--- src/rtl/sub_arbiter_ctrl_pkg.sv ---
// Shared definitions for the round-robin subtractor controller.
package sub_arb_pkg;

    // Default configuration
    localparam int DEF_WIDTH = 8;
    localparam int DEF_NREQ  = 2;
    localparam int DEF_CNTW  = 16;

    // State encoding
    localparam logic [1:0] ST_IDLE = 2'd0;
    localparam logic [1:0] ST_EXEC = 2'd1;
    localparam logic [1:0] ST_RESP = 2'd2;

    typedef enum logic [1:0] {
        IDLE = ST_IDLE,
        EXEC = ST_EXEC,
        RESP = ST_RESP
    } state_e;

endpackage

--- src/rtl/sub_arbiter_ctrl_if.sv ---
// Request/response bundle between the arithmetic users and the controller.
// The master side drives operands; the slave side (controller) drives
// accepts, results and status.
interface sub_arbiter_ctrl_if
    import sub_arb_pkg::*;
#(
    parameter int WIDTH = DEF_WIDTH,
    parameter int NREQ  = DEF_NREQ,
    parameter int CNTW  = DEF_CNTW
) ();

    logic [NREQ-1:0]       req_valid;
    logic [NREQ*WIDTH-1:0] req_a;
    logic [NREQ*WIDTH-1:0] req_b;
    logic [NREQ-1:0]       req_ready;
    logic [NREQ-1:0]       rsp_valid;
    logic [WIDTH-1:0]      rsp_diff;
    logic                  rsp_borrow;
    logic                  busy;
    logic [CNTW-1:0]       op_count;

    modport master (
        output req_valid, req_a, req_b,
        input  req_ready, rsp_valid, rsp_diff, rsp_borrow, busy, op_count
    );

    modport slave (
        input  req_valid, req_a, req_b,
        output req_ready, rsp_valid, rsp_diff, rsp_borrow, busy, op_count
    );

endinterface

--- src/rtl/sub_arbiter_ctrl_rr_arbiter.sv ---
// Combinational round-robin picker: the search starts one past the last
// granted index and wraps, so the most recently served requester is
// considered last.
module rr_arbiter #(
    parameter int NREQ = 2,
    localparam int IDXW = (NREQ > 1) ? $clog2(NREQ) : 1
) (
    input  logic [NREQ-1:0] i_req,
    input  logic [IDXW-1:0] i_last,
    output logic [NREQ-1:0] o_grant,
    output logic [IDXW-1:0] o_grant_idx,
    output logic            o_any_grant
);

    logic            w_found;
    logic [IDXW-1:0] w_idx;

    // Walk the candidates in priority order and keep the first one requesting
    always_comb begin
        w_found     = 1'b0;
        w_idx       = '0;
        o_grant     = '0;
        o_grant_idx = '0;
        for (int k = 1; k <= NREQ; k++) begin
            w_idx = IDXW'((int'(i_last) + k) % NREQ);
            if (!w_found && i_req[w_idx]) begin
                w_found        = 1'b1;
                o_grant_idx    = w_idx;
                o_grant[w_idx] = 1'b1;
            end
        end
        o_any_grant = w_found;
    end

endmodule

--- src/rtl/sub_arbiter_ctrl.sv ---
// Shares one registered subtract-with-borrow unit between NREQ requesters.
// Flow per operation: IDLE (accept) -> EXEC (subtract) -> RESP (result pulse).
module sub_arbiter_ctrl
    import sub_arb_pkg::*;
#(
    parameter int WIDTH = DEF_WIDTH,
    parameter int NREQ  = DEF_NREQ,
    parameter int CNTW  = DEF_CNTW
) (
    input  logic             clk,
    input  logic             rst,
    sub_arbiter_ctrl_if.slave bus
);

    localparam int IDXW = (NREQ > 1) ? $clog2(NREQ) : 1;

    state_e            r_state;
    logic [IDXW-1:0]   r_last;
    logic [IDXW-1:0]   r_owner;
    logic [WIDTH-1:0]  r_a;
    logic [WIDTH-1:0]  r_b;
    logic [NREQ-1:0]   r_rsp_valid;
    logic [WIDTH-1:0]  r_rsp_diff;
    logic              r_rsp_borrow;
    logic              r_busy;
    logic [CNTW-1:0]   r_op_count;

    logic [NREQ-1:0]   w_grant;
    logic [IDXW-1:0]   w_grant_idx;
    logic              w_any_grant;
    logic              w_idle;
    logic              w_accept;
    logic [WIDTH-1:0]  w_sel_a;
    logic [WIDTH-1:0]  w_sel_b;
    logic [WIDTH:0]    w_diff_full;
    logic [NREQ-1:0]   w_owner_onehot;
    logic              w_cnt_sat;

    rr_arbiter #(.NREQ(NREQ)) u_rr_arbiter (
        .i_req       (bus.req_valid),
        .i_last      (r_last),
        .o_grant     (w_grant),
        .o_grant_idx (w_grant_idx),
        .o_any_grant (w_any_grant)
    );

    assign w_idle   = (r_state == IDLE);
    // A grant only exists for an asserted request, so grant-in-IDLE is the
    // valid & ready handshake.
    assign w_accept = w_idle && w_any_grant;

    assign w_sel_a = bus.req_a[w_grant_idx*WIDTH +: WIDTH];
    assign w_sel_b = bus.req_b[w_grant_idx*WIDTH +: WIDTH];

    // Extra top bit of the widened subtraction is the borrow out.
    assign w_diff_full = {1'b0, r_a} - {1'b0, r_b};

    assign w_cnt_sat = &r_op_count;

    generate
        for (genvar gi = 0; gi < NREQ; gi++) begin : g_owner_dec
            assign w_owner_onehot[gi] = (r_owner == IDXW'(gi));
        end
    endgenerate

    assign bus.req_ready  = w_idle ? w_grant : '0;
    assign bus.rsp_valid  = r_rsp_valid;
    assign bus.rsp_diff   = r_rsp_diff;
    assign bus.rsp_borrow = r_rsp_borrow;
    assign bus.busy       = r_busy;
    assign bus.op_count   = r_op_count;

    // Control FSM with operand capture, subtraction, response and counting
    always_ff @(posedge clk or posedge rst) begin
        if (rst) begin
            r_state      <= IDLE;
            r_last       <= IDXW'(NREQ - 1);
            r_owner      <= '0;
            r_a          <= '0;
            r_b          <= '0;
            r_rsp_valid  <= '0;
            r_rsp_diff   <= '0;
            r_rsp_borrow <= 1'b0;
            r_busy       <= 1'b0;
            r_op_count   <= '0;
        end else begin
            case (r_state)
                IDLE: begin
                    if (w_accept) begin
                        r_a     <= w_sel_a;
                        r_b     <= w_sel_b;
                        r_owner <= w_grant_idx;
                        r_last  <= w_grant_idx;
                        r_busy  <= 1'b1;
                        r_state <= EXEC;
                    end
                end
                EXEC: begin
                    // Result and pulse are registered here so they appear
                    // together during RESP; the count tracks that pulse.
                    {r_rsp_borrow, r_rsp_diff} <= w_diff_full;
                    r_rsp_valid <= w_owner_onehot;
                    if (!w_cnt_sat) begin
                        r_op_count <= r_op_count + CNTW'(1);
                    end
                    r_state <= RESP;
                end
                RESP: begin
                    r_rsp_valid <= '0;
                    r_busy      <= 1'b0;
                    r_state     <= IDLE;
                end
                default: begin
                    r_rsp_valid <= '0;
                    r_busy      <= 1'b0;
                    r_state     <= IDLE;
                end
            endcase
        end
    end

endmodule
--- src/flat_wrapper.sv ---
// flat-port wrapper written by rule: the top's interface ports become plain ports
module sub_arbiter_ctrl_flat import sub_arb_pkg::*;
#(
    parameter int WIDTH = DEF_WIDTH,
    parameter int NREQ  = DEF_NREQ,
    parameter int CNTW  = DEF_CNTW
)
  (clk, rst, bus_req_valid, bus_req_a, bus_req_b, bus_req_ready, bus_rsp_valid, bus_rsp_diff, bus_rsp_borrow, bus_busy, bus_op_count);
  sub_arbiter_ctrl_if #(.WIDTH(WIDTH), .NREQ(NREQ), .CNTW(CNTW)) bus_i ();
  input  logic clk;
  input  logic rst;
  input wire logic [$bits(bus_i.req_valid)-1:0] bus_req_valid;
  input wire logic [$bits(bus_i.req_a)-1:0] bus_req_a;
  input wire logic [$bits(bus_i.req_b)-1:0] bus_req_b;
  output wire logic [$bits(bus_i.req_ready)-1:0] bus_req_ready;
  output wire logic [$bits(bus_i.rsp_valid)-1:0] bus_rsp_valid;
  output wire logic [$bits(bus_i.rsp_diff)-1:0] bus_rsp_diff;
  output wire logic [$bits(bus_i.rsp_borrow)-1:0] bus_rsp_borrow;
  output wire logic [$bits(bus_i.busy)-1:0] bus_busy;
  output wire logic [$bits(bus_i.op_count)-1:0] bus_op_count;
  assign bus_i.req_valid = bus_req_valid;
  assign bus_i.req_a = bus_req_a;
  assign bus_i.req_b = bus_req_b;
  assign bus_req_ready = bus_i.req_ready;
  assign bus_rsp_valid = bus_i.rsp_valid;
  assign bus_rsp_diff = bus_i.rsp_diff;
  assign bus_rsp_borrow = bus_i.rsp_borrow;
  assign bus_busy = bus_i.busy;
  assign bus_op_count = bus_i.op_count;
  sub_arbiter_ctrl #(.WIDTH(WIDTH), .NREQ(NREQ), .CNTW(CNTW)) u_core (.clk(clk), .rst(rst), .bus(bus_i));
endmodule
--- config.mk ---
export PLATFORM = sky130hd
export DESIGN_NAME = sub_arbiter_ctrl_flat
export DESIGN_NICKNAME = d
export VERILOG_FILES = /design/src/rtl/sub_arbiter_ctrl_pkg.sv /design/src/rtl/sub_arbiter_ctrl_if.sv /design/src/rtl/sub_arbiter_ctrl_rr_arbiter.sv /design/src/rtl/sub_arbiter_ctrl.sv /design/src/flat_wrapper.sv
export SDC_FILE = /design/constraint.sdc
export NUM_CORES = 1
export LEC_CHECK = 0
export BUFFER_PORTS_ARGS = -buffer_cell sky130_fd_sc_hd__buf_2
export CORE_MARGIN = 10
export CORE_UTILIZATION = 55
export DETAILED_ROUTE_END_ITERATION = 16
export PLACE_DENSITY = 0.94
export SLEW_MARGIN = 20
export SYNTH_ARGS = -nofsm -noshare
export SYNTH_HDL_FRONTEND = slang
export SYNTH_SLANG_ARGS = --single-unit
--- constraint.sdc ---
create_clock -name clk -period 6.2 [get_ports clk]
set_clock_uncertainty 0.15 [all_clocks]
set_input_delay 0.31 -clock clk [delete_from_list [all_inputs] [get_ports clk]]
set_output_delay 0.31 -clock clk [all_outputs]
set_load 0.05 [all_outputs]
==> impl_metrics.ini <==
[layout]
diodes = 0
drive_gt1_share_pct = 27.2
synthToLayoutAreaGrowth_pct = 18.8
final_util_pct = 68.2
final_nets = 358

[yosys]
yosysMostFrequentCell = dfrtp_1
synth_area_per_cell_um2 = 10.1
synthCells = 249
synth-seq-cells = 48
async_flop_share_pct = 100
synthTopCellsByCount = dfrtp_1, nand2_1, inv_1, mux2i_1, o21ai_0
synth_flop_cell = dfrtp_1
synth-simple-area-share_pct = 18.1
synth_xor_area_share_pct = 4.87
yosysWarnings = 0
synth_edf_count = 0
yosysTopAreaCellShare_pct = 46.7
mappedNetlistArea_um2 = 2520
muxShareOfSynthArea_pct = 8.50
synth_top_family_by_area = simple AND/OR/NAND/NOR gates
synth_compound_area_share_pct = 11.1
ys_types = 40
yosysTopAreaCell = dfrtp_1
synth_nets = 295
synth_adder_area_share_pct = 5.27
ys_seq_area_share_pct = 47.8
synth_area_leaders = dfrtp_1, mux2i_1, nand2_1, ha_1, xor2_1

[clock_network]
cts_resized = 0
cts_made_buffers = 5
clkLatencyLatePin_ps = 310
clock-sinks = 48
cts_tree = done
cts_hold_buf = 0
cts_setup_buffers = 0
clockRootBuffer = clkbuf_8
cts_buffer_depth = 2
path_clk_slew_ps = 90
cts_max_level = 2

[placed_design]
io_buffers = 65
gp_congestion = 0.831
place_hpwl_um = 4190

[sta]
finalHoldViolCount = 0
fin_crit_ps = 2580
hold_ws_ps = 56.5
slew_violations = 0
rsz0062_at_grt = false
slew_headroom_pct = 26.5
fmax_mhz = 388
worst_pin_slew_ps = 1100
setup_viol = 0
fin_setup_tns_ps = 0
fin_crit_sh_pct = 41.6

[route]
drt_pass1_iterations = 4
drt_iter0_drc = 108
wl_um = 5480
wl_per_cell_um = 15.0
via_per_inst = 5.41
drt.antenna.violating_nets = 0
num_vias = 1973
drc = 0

[pwr]
leakage_nw = 1.57
power_density_nw_per_um2 = 541
clockPowerShare_pct = 13.9
ir_drop_mv = 0.344
p_sw_w = 0.000774
switching_share_pct = 47.8
power_frac_seq_pct = 33.2
p_int_w = 0.000845
power_frac_comb_pct = 52.9

[status]
outcome = finished, final reports clean

[worst_setup_path]
cp-end-kind = primary output
critPathMaxFanout = 17
crit_family = compound AO/OA/AOI/OAI gates
critPathRequiredTime_ps = 5740
startpoint_type = flop
crit_type = flop to primary output
path_cells = a21boi_2 > and2_1 > buf_2
critPathBufInv = 1
cpPeakStageDelay_ps = 850
crit_path_top_delay_cell = a21boi_2
crit_arrival_ps = 2120

[global_routing]
track_usage_pct = 15.0
globalRouteOverflowTotal = 0
antenna_found_initial = 0
grt_pass1_vias = 2064
grt_max_degree = 49
grt_pass1_wl_um = 9360

[floorplanning]
boundaryPins = 66
fp.dieH_um = 87.7
die-area_um2 = 7680
initial_core_util_pct = 57.4
coreArea_um2 = 4380
die_x_um = 87.7
row_count = 24

[run]
maxCapViolCount = 0

[hold_path]
hold_path.class = primary input to async pin
-- area by class of cell --
type	instances	area, um^2
timing repair buffer	65	325
sequential	48	1200
tap	52	65.1
clock buffer	5	68.8
fill	323	1390
multi-input combinational	174	1220
inverter	18	67.6
clock inverter	3	42.5
-- cells in the final DEF, fill, tap and decap left out, types with 4 or more instances in the layout --
master,netlist,final
ha_1,9,9
clkbuf_8,0,5
nor3_1,9,9
nor4_1,4,4
nor4_2,4,4
xor2_1,12,12
o21ai_0,17,17
inv_1,18,17
nand2_1,39,39
o21a_1,4,4
dfrtp_1,47,47
buf_2,2,65
o31ai_1,4,4
nor2_1,8,8
mux2i_1,18,18
o21ai_1,5,4
nand3_1,4,4
a21oi_1,4,4
-- sequential cells by signal, indices dropped and copies added, names as in the netlist --
register / flops
u_core.bus.busy: 1
u_core.r_b: 8
u_core.r_last: 1
u_core.r_a: 8
u_core.r_state: 2
u_core.bus.rsp_valid: 2
u_core.bus.rsp_diff: 8
u_core.bus.op_count: 16
u_core.r_owner: 1
u_core.bus.rsp_borrow: 1
-- metal layers --
metal	vias to the layer above	wire length (um)	track usage [%]
li1	988	-	-
met1	931	2380	18.1
met2	47	2730	24.9
met3	7	291	4.27
met4	0	79	5.51
met5	-	0	0
-- power groups by stage --
stage | combinational [W] | sequential [W] | clock (W)
after global placement | 0.000822 | 0.000530 | 0
after floorplan | 0.000478 | 0.000714 | 0
after CTS | 0.000860 | 0.000538 | 0.000228
after global routing | 0.000952 | 0.000557 | 0.000240
after detailed placement | 0.000843 | 0.000542 | 0
final | 0.000856 | 0.000537 | 0.000225
-- through the flow --
| stage | power, W | std cells | setup slack (ps) | cell area [um^2] |
|---|---|---|---|---|
| after floorplan | 0.00119 | 249 | 3960 | 2520 |
| after global placement | 0.00135 | 357 | 3790 | 2870 |
| after detailed placement | 0.00139 | 357 | 3700 | 2870 |
| after CTS | 0.00163 | 365 | 3600 | 2980 |
| after global routing | 0.00175 | 365 | 3450 | 2990 |
| final | 0.00162 | 365 | 3620 | 2990 |
-- worst paths after layout --
kind / startpoint / slack [ps] / end / depth (start not counted)
max: u_core.r_last$_DFFE_PP1P_ / 3620 / bus_req_ready[1] / 3
min: rst / 60 / u_core.bus.busy$_DFFE_PP0P_ / 2
max reg2reg: u_core.r_state[1]$_DFFE_PP0P_ / 3650 / u_core.bus.op_count[15]$_DFFE_PP0P_ / 4
min reg2reg: u_core.bus.rsp_diff[3]$_DFFE_PP0P_ / 330 / u_core.bus.rsp_diff[3]$_DFFE_PP0P_ / 2
max in group asynchronous: rst / 5250 / u_core.bus.rsp_diff[1]$_DFFE_PP0P_ / 2
min in group clk: bus_req_b[8] / 120 / u_core.r_b[0]$_DFFE_PP0P_ / 3
-- cell families after synthesis --
| group | count (synthesis) |
|---|---|
| AND/OR/NAND/NOR | 84 |
| AO/OA/AOI/OAI | 45 |
| multiplexers | 21 |
| flip-flops | 48 |
| XOR/XNOR | 14 |
| buffers and inverters | 27 |
| adder cells (fa/ha/maj) | 10 |
Power figures use the tool's default switching activity.
